File: src/rtl/ecc_smul_ctrl_pkg.sv
// Shared constants for the scalar-multiplication sequencer: widths, command and mode encodings.
package ecc_smul_ctrl_pkg;

    localparam int unsigned MAX_BITS = 256;
    localparam int unsigned IDX_W    = 8;
    localparam int unsigned CNT_W    = 10;
    localparam int unsigned WIDTH_W  = 9;

    localparam logic [1:0] OP_LOAD = 2'b01;
    localparam logic [1:0] OP_DBL  = 2'b10;
    localparam logic [1:0] OP_ADD  = 2'b11;

    localparam logic [1:0] MODE_32  = 2'b00;
    localparam logic [1:0] MODE_64  = 2'b01;
    localparam logic [1:0] MODE_128 = 2'b10;
    localparam logic [1:0] MODE_256 = 2'b11;

    typedef enum logic [2:0] {
        ST_IDLE,
        ST_SCAN,
        ST_ISSUE,
        ST_WAIT,
        ST_DONE
    } state_t;

    // Operand width in bits for a mode code: 32 << mode.
    function automatic logic [WIDTH_W-1:0] width_of(input logic [1:0] mode);
        return WIDTH_W'(32) << mode;
    endfunction

endpackage

File: src/rtl/ecc_smul_ctrl.sv
// Left-to-right double-and-add sequencer driving a shared point-arithmetic unit.
module ecc_smul_ctrl #(
    parameter int unsigned MAX_BITS = ecc_smul_ctrl_pkg::MAX_BITS
) (
    input  logic                clk,
    input  logic                rst,
    input  logic                i_start,
    input  logic [1:0]          i_mode,
    input  logic [MAX_BITS-1:0] i_m,
    output logic                o_busy,
    output logic                o_op_valid,
    output logic [1:0]          o_op,
    input  logic                i_op_ready,
    input  logic                i_op_done,
    output logic                o_done,
    output logic                o_inf,
    output logic [9:0]          o_op_cnt
);
    import ecc_smul_ctrl_pkg::*;

    state_t              state_q, state_d;
    logic [MAX_BITS-1:0] m_q, m_d;
    logic [IDX_W-1:0]    idx_q, idx_d;
    logic                busy_q, busy_d;
    logic                valid_q, valid_d;
    logic [1:0]          op_q, op_d;
    logic                done_q, done_d;
    logic                inf_q, inf_d;
    logic [CNT_W-1:0]    cnt_q, cnt_d;
    logic                bit_c;

    assign bit_c = m_q[idx_q];

    // State and registered outputs.
    always_ff @(posedge clk) begin
        if (rst) begin
            state_q <= ST_IDLE;
            m_q     <= '0;
            idx_q   <= '0;
            busy_q  <= 1'b0;
            valid_q <= 1'b0;
            op_q    <= 2'b00;
            done_q  <= 1'b0;
            inf_q   <= 1'b0;
            cnt_q   <= '0;
        end else begin
            state_q <= state_d;
            m_q     <= m_d;
            idx_q   <= idx_d;
            busy_q  <= busy_d;
            valid_q <= valid_d;
            op_q    <= op_d;
            done_q  <= done_d;
            inf_q   <= inf_d;
            cnt_q   <= cnt_d;
        end
    end

    // Next state; op_q still names the command that just completed while in ST_WAIT.
    always_comb begin
        state_d = state_q;
        m_d     = m_q;
        idx_d   = idx_q;
        busy_d  = busy_q;
        valid_d = valid_q;
        op_d    = op_q;
        done_d  = 1'b0;
        inf_d   = inf_q;
        cnt_d   = cnt_q;

        case (state_q)
            ST_IDLE: begin
                if (i_start) begin
                    m_d     = i_m;
                    idx_d   = IDX_W'(width_of(i_mode) - WIDTH_W'(1));
                    cnt_d   = '0;
                    inf_d   = 1'b0;
                    busy_d  = 1'b1;
                    state_d = ST_SCAN;
                end
            end
            ST_SCAN: begin
                if (bit_c) begin
                    op_d    = OP_LOAD;
                    valid_d = 1'b1;
                    state_d = ST_ISSUE;
                end else if (idx_q != '0) begin
                    idx_d = idx_q - IDX_W'(1);
                end else begin
                    inf_d   = 1'b1;
                    done_d  = 1'b1;
                    state_d = ST_DONE;
                end
            end
            ST_ISSUE: begin
                if (i_op_ready) begin
                    valid_d = 1'b0;
                    cnt_d   = cnt_q + CNT_W'(1);
                    state_d = ST_WAIT;
                end
            end
            ST_WAIT: begin
                if (i_op_done) begin
                    if (op_q == OP_DBL && bit_c) begin
                        op_d    = OP_ADD;
                        valid_d = 1'b1;
                        state_d = ST_ISSUE;
                    end else if (idx_q == '0) begin
                        done_d  = 1'b1;
                        state_d = ST_DONE;
                    end else begin
                        idx_d   = idx_q - IDX_W'(1);
                        op_d    = OP_DBL;
                        valid_d = 1'b1;
                        state_d = ST_ISSUE;
                    end
                end
            end
            ST_DONE: begin
                busy_d  = 1'b0;
                state_d = ST_IDLE;
            end
            default: begin
                state_d = ST_IDLE;
            end
        endcase
    end

    assign o_busy     = busy_q;
    assign o_op_valid = valid_q;
    assign o_op       = op_q;
    assign o_done     = done_q;
    assign o_inf      = inf_q;
    assign o_op_cnt   = cnt_q;

endmodule

File: config.mk
export PLATFORM = sky130hd
export DESIGN_NAME = ecc_smul_ctrl
export DESIGN_NICKNAME = d
export VERILOG_FILES = /design/src/rtl/ecc_smul_ctrl_pkg.sv /design/src/rtl/ecc_smul_ctrl.sv
export SDC_FILE = /design/constraint.sdc
export NUM_CORES = 1
export LEC_CHECK = 0
export BUFFER_PORTS_ARGS = -buffer_cell sky130_fd_sc_hd__buf_2
export CORE_MARGIN = 8
export CORE_UTILIZATION = 49
export CTS_CLUSTER_SIZE = 25
export DETAILED_ROUTE_END_ITERATION = 10
export PLACE_DENSITY_LB_ADDON = 0.05
export SLEW_MARGIN = 20
export SYNTH_ARGS = -nofsm -noshare
export SYNTH_HDL_FRONTEND = slang
export SYNTH_SLANG_ARGS = --single-unit
File: constraint.sdc
create_clock -name clk -period 2.98 [get_ports clk]
set_input_delay 0.298 -clock clk [delete_from_list [all_inputs] [get_ports clk]]
set_output_delay 0.298 -clock clk [all_outputs]
set_load 0.02 [all_outputs]
==> results of run 1 <==
-- cell type report --
type	count	share of cell area (%)
clock inverters	7	0.4928
inverters	11	0.2357
repair buffers	525	22.33
clock buffers	48	5.535
diodes	1	0.01428
well taps	330	2.357
flip-flops and latches	283	32.39
multi-input cells	1094	36.64
-- through the flow --
| step | cells | power, mW | cell area (um^2) | TNS, ps |
|---|---|---|---|---|
| after global placement | 2051 | 13.29 | 14350 | -1854 |
| after global routing | 2299 | 19.34 | 17520 | -3051 |
| after floorplan | 1504 | 11.03 | 12550 | 0 |
| final | 2299 | 18.21 | 17520 | -1200 |
| after CTS | 2289 | 17.75 | 17280 | -2243 |
| after detailed placement | 2051 | 13.41 | 14350 | -2263 |
-- placed cells by master (no fill, tap or decap), types with 13 or more instances in the layout --
cell type and n:
a21oi_1 267, buf_12 15, buf_2 277, buf_4 51
clkbuf_16 31, clkbuf_8 14, dfxtp_1 280, dlygate4sd3_1 173
mux2_2 13, mux2i_1 28, mux4_2 37, nand2_1 545
nand3_1 13, nor2_1 34
-- routing by layer --
| layer | wire, um | track usage [%] | vias up |
|---|---|---|---|
| met1 | 17080 | 31.37 | 5749 |
| li1 | - | - | 6027 |
| met4 | 1651 | 10.10 | 0 |
| met2 | 19170 | 40.24 | 403 |
| met5 | 0 | 0 | - |
| met3 | 2522 | 5.063 | 109 |
-- synthesized netlist by cell type (all sizes together), types with 2 or more instances --
cell	number	area share, %
a211o	2	0.14
a31oi	3	0.15
nand4	7	0.35
a22oi	12	0.83
buf	75	3.6
a221oi	2	0.19
nor4	4	0.20
xor2	7	0.49
nor2	36	1.1
o311ai	3	0.21
o22ai	6	0.30
or3	2	0.11
a21oi	271	11
mux4	48	9.0
inv	11	0.33
nand3	14	0.56
a211oi	6	0.36
o31ai	2	0.23
nor3	10	0.40
dlygate4sd1	2	0.14
mux2	15	1.4
or2	2	0.10
nand2b	3	0.15
or3b	2	0.14
dfxtp	283	45
ha	2	0.20
o2111ai	2	0.14
o211ai	2	0.12
nor2b	9	0.45
and2	3	0.15
a2111oi	3	0.26
clkbuf	40	1.2
and3b	2	0.15
o21ai	14	0.56
nand2	547	16
mux2i	28	2.2
-- tightest hold or removal path, stage by stage --
cell and delay [ps]:
buf_2 100, nand2_1 60, a21oi_1 60
-- worst max-delay path by stage --
stage	start	to	slack (ps)	depth (start not counted)
2_1_floorplan	idx_q[0]$_SDFFE_PP0P_	idx_q[2]$_SDFFE_PP0P_	40	12
3_3_place_gp	idx_q[0]$_SDFFE_PP0P_	idx_q[7]$_SDFFE_PP0P_	-220	10
3_5_place_dp	idx_q[0]$_SDFFE_PP0P_	idx_q[2]$_SDFFE_PP0P_	-280	10
4_1_cts	idx_q[0]$_SDFFE_PP0P_	idx_q[7]$_SDFFE_PP0P_	-200	11
5_1_grt	idx_q[0]$_SDFFE_PP0P_	o_inf$_SDFFE_PP0P_	-300	11
6_report	idx_q[0]$_SDFFE_PP0P_	idx_q[2]$_SDFFE_PP0P_	-170	10
-- state kept, by name, indices dropped and copies added, names as in the netlist --
signal      cells
o_busy          1
o_op            2
o_done          1
o_op_cnt       10
state_q         3
m_q           256
o_inf           1
o_op_valid      1
idx_q           8
-- cells by family after synthesis --
family          after synthesis
simple gates                649
compound gates              342
flops                       283
buf+inv                     129
mux                          91
xor+xnor                      8
fa+ha+maj                     2
-- power by group through the flow --
stage | registers, mW | logic [mW] | clock network, mW
floorplan | 5.56 | 5.47 | 0
global placement | 5.90 | 7.39 | 0
detailed placement | 5.91 | 7.51 | 0
CTS | 5.82 | 8.00 | 3.94
global route | 5.97 | 9.28 | 4.10
finish | 5.83 | 8.49 | 3.89
-- timing repair --
| action | in CTS | in global routing |
|---|---|---|
| gates cloned | 0 | 2 |
| pin swaps | 11 | 17 |
| hold endpoints to repair | 173 | 0 |
| setup buffers | 10 | 9 |
| setup endpoints to repair | 16 | 169 |
| hold buffers | 173 | 0 |
| gates resized for setup | 14 | 34 |
==> flow_summary.rst, run 1 <==
.. list-table::
   :header-rows: 1

   * - Metric
     - Value
   * - Worst-case reg-to-reg path depth
     - 10
   * - Die X-Extent
     - 176.1 um
   * - Vias in the first global route
     - 12170
   * - Violated checks
     - setup timing
   * - Overall fraction of global-route tracks in use
     - 24.63%
   * - Post-Route Hold Slack
     - 11.76 ps
   * - Category of the most critical setup path
     - flip-flop to flip-flop
   * - Main combinational cell family by area after synthesis
     - simple AND/OR/NAND/NOR gates
   * - NumNets Final
     - 2210
   * - Port-buffer cells
     - 278
   * - Max Cap Viol
     - 0
   * - Maximum clock rate
     - 317.1 MHz
   * - Number of different library cells in the post-synthesis netlist
     - 78
   * - Global-route wire length before repair
     - 62760 um
   * - Kind of end point of the critical path
     - flip-flop
   * - Maximum number of pins on one net before global-route repair
     - 151
   * - Worst hold start
     - i_m[198]
   * - Share of the core filled with cells in the final layout
     - 69.57%
   * - Final-report hold violation count
     - 0
   * - Worst-margin pin slew
     - 756.8 ps
   * - Area occupied by registers
     - 0.005674 mm^2
   * - Netlist area before placement
     - 0.01255 mm^2
   * - Overall overflow remaining after global route
     - 0
   * - Crit share post-route
     - 105.8%
   * - Synth-to-Final Area Change
     - 39.57%
   * - Cell internal power dissipation
     - 11.05 mW
   * - Simple-gate share of the synthesized area
     - 20.79%
   * - CTS Buf Count
     - 30
   * - Compound-Gate Fraction of Synth Area
     - 15.30%
   * - Antenna violations before repair
     - 1
   * - Fraction of the yosys area taken by sequential cells
     - 45.14%
   * - Worst-Skew Late Latency
     - 550 ps
   * - Worst reg2reg startpoint
     - idx_q[0]$_SDFFE_PP0P_
   * - Async set-reset flop share out of synthesis
     - 0%
   * - Most used DFF post-synth
     - dfxtp_1
   * - Min-Delay Endpoint
     - m_q[198]$_SDFFE_PP0P_
   * - Portion of netlist area occupied by mux cells
     - 12.60%
   * - Number of flip-flops and latches in the synthesized netlist
     - 283
   * - Longest Clk Path Bufs
     - 3
   * - Data arrival time of the critical path
     - 3620 ps
   * - Syn Nets
     - 1769
   * - Cell class contributing the biggest share of worst-path delay
     - simple AND/OR/NAND/NOR gates
   * - YS warnings
     - 0
   * - Worst clock skew
     - 12.45 ps
   * - Number of flops mapped to enable cells by yosys
     - 0
   * - Multi-input logic area
     - 0.006420 mm^2
   * - Kind of path behind the tightest hold check
     - primary input to flip-flop
   * - TritonCTS clock tree
     - built
   * - Iteration-0 DRC count of the detailed router
     - 838
   * - Final WS setup
     - -173.4 ps
   * - Routability congestion estimate from global placement
     - 0.8233
   * - Die H
     - 176.1 um
   * - Fill cells
     - 2035
   * - Highest fanout seen on the critical path
     - 6
   * - Instance count of the mapped netlist
     - 1504
   * - Areal power density over the cells
     - 1039 mW/mm^2
   * - Worst Path Buf+Inv
     - 1
   * - Req. time, crit path
     - 3450 ps
   * - Switching power
     - 7.160 mW
   * - Wire length after detailed routing
     - 40430 um
   * - Sequential group share of total power
     - 32.0%
   * - Terminus of the critical flop-to-flop path
     - idx_q[2]$_SDFFE_PP0P_
   * - Leakage power
     - 7.150 nW
   * - # H-tree levels
     - 1
   * - Unrepaired setup endpoints after global routing
     - true
   * - Outcome
     - complete, but fails checks
   * - Average via count per standard cell
     - 5.345
   * - Share of power burned in the clock network
     - 21.4%
   * - Post-Place Worst Slack
     - -277.0 ps
   * - Critical Path Max Stage Delay
     - 540 ps
   * - Pins Over Slew Limit
     - 0
   * - Worst Hold Depth
     - 3
   * - Post-Syn Area per Cell
     - 8.346 um^2
   * - I/O pin count
     - 279
   * - Ordered cell list for the critical path
     - buf_12 -> mux2_4 -> a221oi_4 -> and3b_2 -> a2111oi_4 -> or4b_4 -> a22oi_4 -> o31ai_4 -> or3b_1 -> a21oi_2
   * - Vias after detailed routing
     - 12290
   * - Buffer type at the clock tree root
     - clkbuf_16
   * - Master of the slowest instance on the critical path
     - or4b_4
   * - Share of post-route cells with drive strength above 1
     - 25.36%
   * - Relative slew margins
     - 49.55%
   * - Setup crit start kind
     - flip-flop
   * - Rows
     - 58
   * - Clk sinks
     - 283
   * - Maximum resistive drop on vdd
     - 645.1 uV
   * - Combinational power share
     - 46.6%
   * - Die area
     - 0.03099 mm^2
   * - Setup violators final
     - 11
   * - Post-DP HPWL
     - 27270 um
   * - XOR/XNOR share of the synthesized area
     - 0.5582%
   * - Synthesized-area fraction occupied by adder cells
     - 0.1994%
   * - Switching part of the total power
     - 39.33%
   * - Minimum setup slack among reg-to-reg paths
     - -170 ps
   * - DRC Markers
     - 0
   * - Number of antenna-violating nets in the routed design
     - 0
   * - Clock-pin slew of the registers on the worst-case setup and hold paths
     - 60 ps
   * - Final Critical Period
     - 3153 ps
   * - Initial Utilization
     - 49.85%
   * - First-pass iteration count of the detailed router
     - 5
   * - WL per Instance
     - 17.58 um
   * - Core footprint
     - 0.02518 mm^2
(Power assumes the default switching activity.)
==> run 2, diff against run 1 <==
Settings changed: CORE_UTILIZATION 49 to 51, CTS_BUF_LIST from default to sky130_fd_sc_hd__clkbuf_8.
==> run 2 against run 1 <==
The run still ends with setup timing left. Largest power group unchanged. Hold slack improved by 8.2 ps. Flip-flop and latch count did not move. Critical path type unchanged. Maximum frequency fell by 0.47%. Die area fell by 3.6%. Non-clock buffer count rose by 51. Cell area rose by 2.2%. Register-to-register slack barely moved. Critical path depth did not move. Sequential power barely moved.
==> flow_summary.rst, run 2 (same netlist as run 1, synthesis figures left out) <==
.. list-table::
   :header-rows: 1

   * - Metric
     - Value
   * - Vias in the first global route
     - 12890 (was 12170)
   * - Pins Over Slew Limit
     - 0 (unchanged)
   * - Areal power density over the cells
     - 996.3 mW/mm^2 (was 1039 mW/mm^2)
   * - Die area
     - 0.02989 mm^2 (was 0.03099 mm^2)
   * - Rows
     - 57 (was 58)
   * - Die X-Extent
     - 172.9 um (was 176.1 um)
   * - I/O pin count
     - 279 (unchanged)
   * - CTS Buf Count
     - 48 (was 30)
   * - Top library cells by usage in the layout, fill and taps aside
     - 546 x nand2_1, 280 x dfxtp_1, 277 x buf_2, 267 x a21oi_1, 220 x dlygate4sd3_1 (was 545 x nand2_1, 280 x dfxtp_1, 277 x buf_2, 267 x a21oi_1, 173 x dlygate4sd3_1)
   * - # H-tree levels
     - 2 (was 1)
   * - Largest register FFs
     - 256 (unchanged)
   * - Post-Place Worst Slack
     - -261.3 ps (was -277.0 ps)
   * - Overall overflow remaining after global route
     - 0 (unchanged)
   * - Max Cap Viol
     - 0 (unchanged)
   * - Min-Delay Endpoint
     - m_q[108]$_SDFFE_PP0P_ (was m_q[198]$_SDFFE_PP0P_)
   * - Buffer type at the clock tree root
     - clkbuf_8 (was clkbuf_16)
   * - First-pass iteration count of the detailed router
     - 5 (unchanged)
   * - Maximum resistive drop on vdd
     - 940.3 uV (was 645.1 uV)
   * - Unrepaired setup endpoints after global routing
     - true (unchanged)
   * - Longest Clk Path Bufs
     - 3 (unchanged)
   * - Clock-pin slew of the registers on the worst-case setup and hold paths
     - 60 ps (about the same)
   * - Outcome
     - complete, but fails checks (unchanged)
   * - Number of non-filler instances in the completed layout
     - 2374 (was 2299)
   * - TritonCTS clock tree
     - built (unchanged)
   * - Initial Utilization
     - 51.76% (was 49.85%)
   * - Crit share post-route
     - 106.3% (was 105.8%)
   * - Overall Power
     - 17.83 mW (was 18.21 mW)
   * - Iteration-0 DRC count of the detailed router
     - 1210 (was 838)
   * - WL per Instance
     - 17.57 um (was 17.58 um)
   * - Worst-margin pin slew
     - 705.2 ps (was 756.8 ps)
   * - Violated checks
     - setup timing (unchanged)
   * - Maximum clock rate
     - 315.6 MHz (was 317.1 MHz)
   * - Kind of path behind the tightest hold check
     - primary input to flip-flop (unchanged)
   * - Maximum number of pins on one net before global-route repair
     - 162 (was 151)
   * - Data arrival time of the critical path
     - 3650 ps (was 3620 ps)
   * - Setup crit start kind
     - flip-flop (unchanged)
   * - Post-DP HPWL
     - 26790 um (was 27270 um)
   * - Final-report hold violation count
     - 0 (unchanged)
   * - Worst hold start
     - i_m[108] (was i_m[198])
   * - Synth-to-Final Area Change
     - 42.58% (was 39.57%)
   * - Setup violators final
     - 12 (was 11)
   * - Vias after detailed routing
     - 12660 (was 12290)
   * - Overall fraction of global-route tracks in use
     - 26.69% (was 24.63%)
   * - Worst reg2reg startpoint
     - idx_q[0]$_SDFFE_PP0P_ (unchanged)
   * - Share of post-route cells with drive strength above 1
     - 25.29% (was 25.36%)
   * - Master of the slowest instance on the critical path
     - mux4_1 (was or4b_4)
   * - Routability congestion estimate from global placement
     - 0.8904 (was 0.8233)
   * - Cells after DPL
     - 2054 (was 2051)
   * - Req. time, crit path
     - 3460 ps (was 3450 ps)
   * - Number of antenna-violating nets in the routed design
     - 0 (unchanged)
   * - Antenna violations before repair
     - 2 (was 1)
   * - Category of the most critical setup path
     - flip-flop to flip-flop (unchanged)
   * - Ordered cell list for the critical path
     - buf_4 -> mux4_1 -> mux2i_2 -> o22a_1 -> o21ai_0 -> o41a_1 -> a22oi_4 -> o31ai_4 -> or3b_1 -> a21oi_2 (was buf_12 -> mux2_4 -> a221oi_4 -> and3b_2 -> a2111oi_4 -> or4b_4 -> a22oi_4 -> o31ai_4 -> or3b_1 -> a21oi_2)
   * - Worst-case reg-to-reg path depth
     - 10 (unchanged)
   * - Wire length after detailed routing
     - 41720 um (was 40430 um)
   * - Minimum setup slack among reg-to-reg paths
     - -190 ps (was -170 ps)
   * - Worst-Skew Late Latency
     - 560 ps (was 550 ps)
   * - Most common library cell in the layout ignoring fill and taps
     - nand2_1 (unchanged)
   * - Average via count per standard cell
     - 5.334 (was 5.345)
   * - Terminus of the critical flop-to-flop path
     - idx_q[2]$_SDFFE_PP0P_ (unchanged)
   * - Final WS setup
     - -188.3 ps (was -173.4 ps)
   * - DRC Markers
     - 0 (unchanged)
   * - Die H
     - 172.9 um (was 176.1 um)
   * - Highest fanout seen on the critical path
     - 7 (was 6)
   * - Leakage power
     - 7.391 nW (was 7.150 nW)
   * - Relative slew margins
     - 52.87% (was 49.55%)
   * - NumNets Final
     - 2278 (was 2210)
   * - Core footprint
     - 0.02425 mm^2 (was 0.02518 mm^2)
   * - Global-route wire length before repair
     - 66280 um (was 62760 um)
   * - Worst clock skew
     - 17.17 ps (was 12.45 ps)
   * - Worst Hold Depth
     - 3 (unchanged)
   * - Largest register by flop count
     - m_q (unchanged)
   * - Final Critical Period
     - 3168 ps (was 3153 ps)
   * - Clk sinks
     - 283 (unchanged)
   * - Kind of end point of the critical path
     - flip-flop (unchanged)
   * - Port-buffer cells
     - 278 (unchanged)
   * - Critical Path Max Stage Delay
     - 580 ps (was 540 ps)
[run 2: cell count changes in the layout (fill, tap and decap cells not counted), sizes merged]
| cell | previous run | this run |
|---|---|---|
| clkinvlp | 0 | 2 |
| buf | 351 | 355 |
| diode | 1 | 2 |
| dlygate4sd3 | 173 | 220 |
| clkinv | 4 | 7 |
| clkbuf | 49 | 60 |
| nand2 | 549 | 548 |
| bufinv | 2 | 1 |
| inv | 12 | 27 |
[run 2: worst max path at each step]
stage | startpoint | end | slack (ps) | cells past startpoint
after floorplan | idx_q[0]$_SDFFE_PP0P_ | idx_q[2]$_SDFFE_PP0P_ | 40 | 12
after global placement | idx_q[0]$_SDFFE_PP0P_ | idx_q[2]$_SDFFE_PP0P_ | -250 | 11
after detailed placement | idx_q[0]$_SDFFE_PP0P_ | o_op_valid$_SDFFE_PP0P_ | -260 | 12
after CTS | idx_q[0]$_SDFFE_PP0P_ | idx_q[2]$_SDFFE_PP0P_ | -140 | 10
after global routing | idx_q[0]$_SDFFE_PP0P_ | idx_q[2]$_SDFFE_PP0P_ | -300 | 11
final | idx_q[0]$_SDFFE_PP0P_ | idx_q[2]$_SDFFE_PP0P_ | -190 | 10
[run 2: cell type report]
cell class	instances	area [um^2]
multi-input cells	1093	6381
clock buffers	59	812.0
diodes	2	5.005
well taps	324	405.4
fillers	1828	6351
clock inverters	26	140.1
flip-flops and latches	283	5677
repair buffers	576	4436
inverters	11	41.29
[run 2: repair_timing]
item	4_1_cts	5_1_grt
setup buffers	7	5
pin swaps	16	9
resized for setup	19	29
setup endpoints to repair	123	278
endpoints found under the hold margin	220	0
hold buffers	220	0
cloned	0	1
[run 2: report_power, final]
part	switching, mW	internal (mW)	leakage (nW)	total [mW]
Sequential	0.807	5.05	2.32	5.86
Combinational	4.85	3.71	4.52	8.55
Clock	1.55	1.87	0.551	3.42
Total	7.20	10.6	7.39	17.8
[run 2: stage by stage]
| stage | hold WS [ps] | utilization, % | TNS, ps | cell area [um^2] |
|---|---|---|---|---|
| finish | 19.94 | 73.81 | -1224 | 17900 |
| global route | 1.179 | 73.81 | -2620 | 17900 |
| CTS | 0.03964 | 72.91 | -1039 | 17680 |
| detailed placement | 442.6 | 59.34 | -3096 | 14390 |
| global placement | 438.6 | 59.34 | -2304 | 14390 |
| floorplan | 431.5 | - | 0 | 12550 |
[run 2: worst max-delay path: cells and delay by family, from the launching register on]
| family | cells | cell delay (ps) |
|---|---|---|
| AOI/OAI and AO/OA | 6 | 1330 |
| DFF | 1 | 420 |
| and+or+nand+nor | 1 | 390 |
| muxes | 2 | 790 |
| buffers and inverters | 1 | 160 |
[run 2: routing by layer]
metal	GRT usage, %	vias to the layer above	wire [um]
li1	-	6154	-
met1	33.16	5896	17380
met2	44.65	498	20140
met3	5.489	115	2791
met4	11.00	0	1408
met5	0	-	0
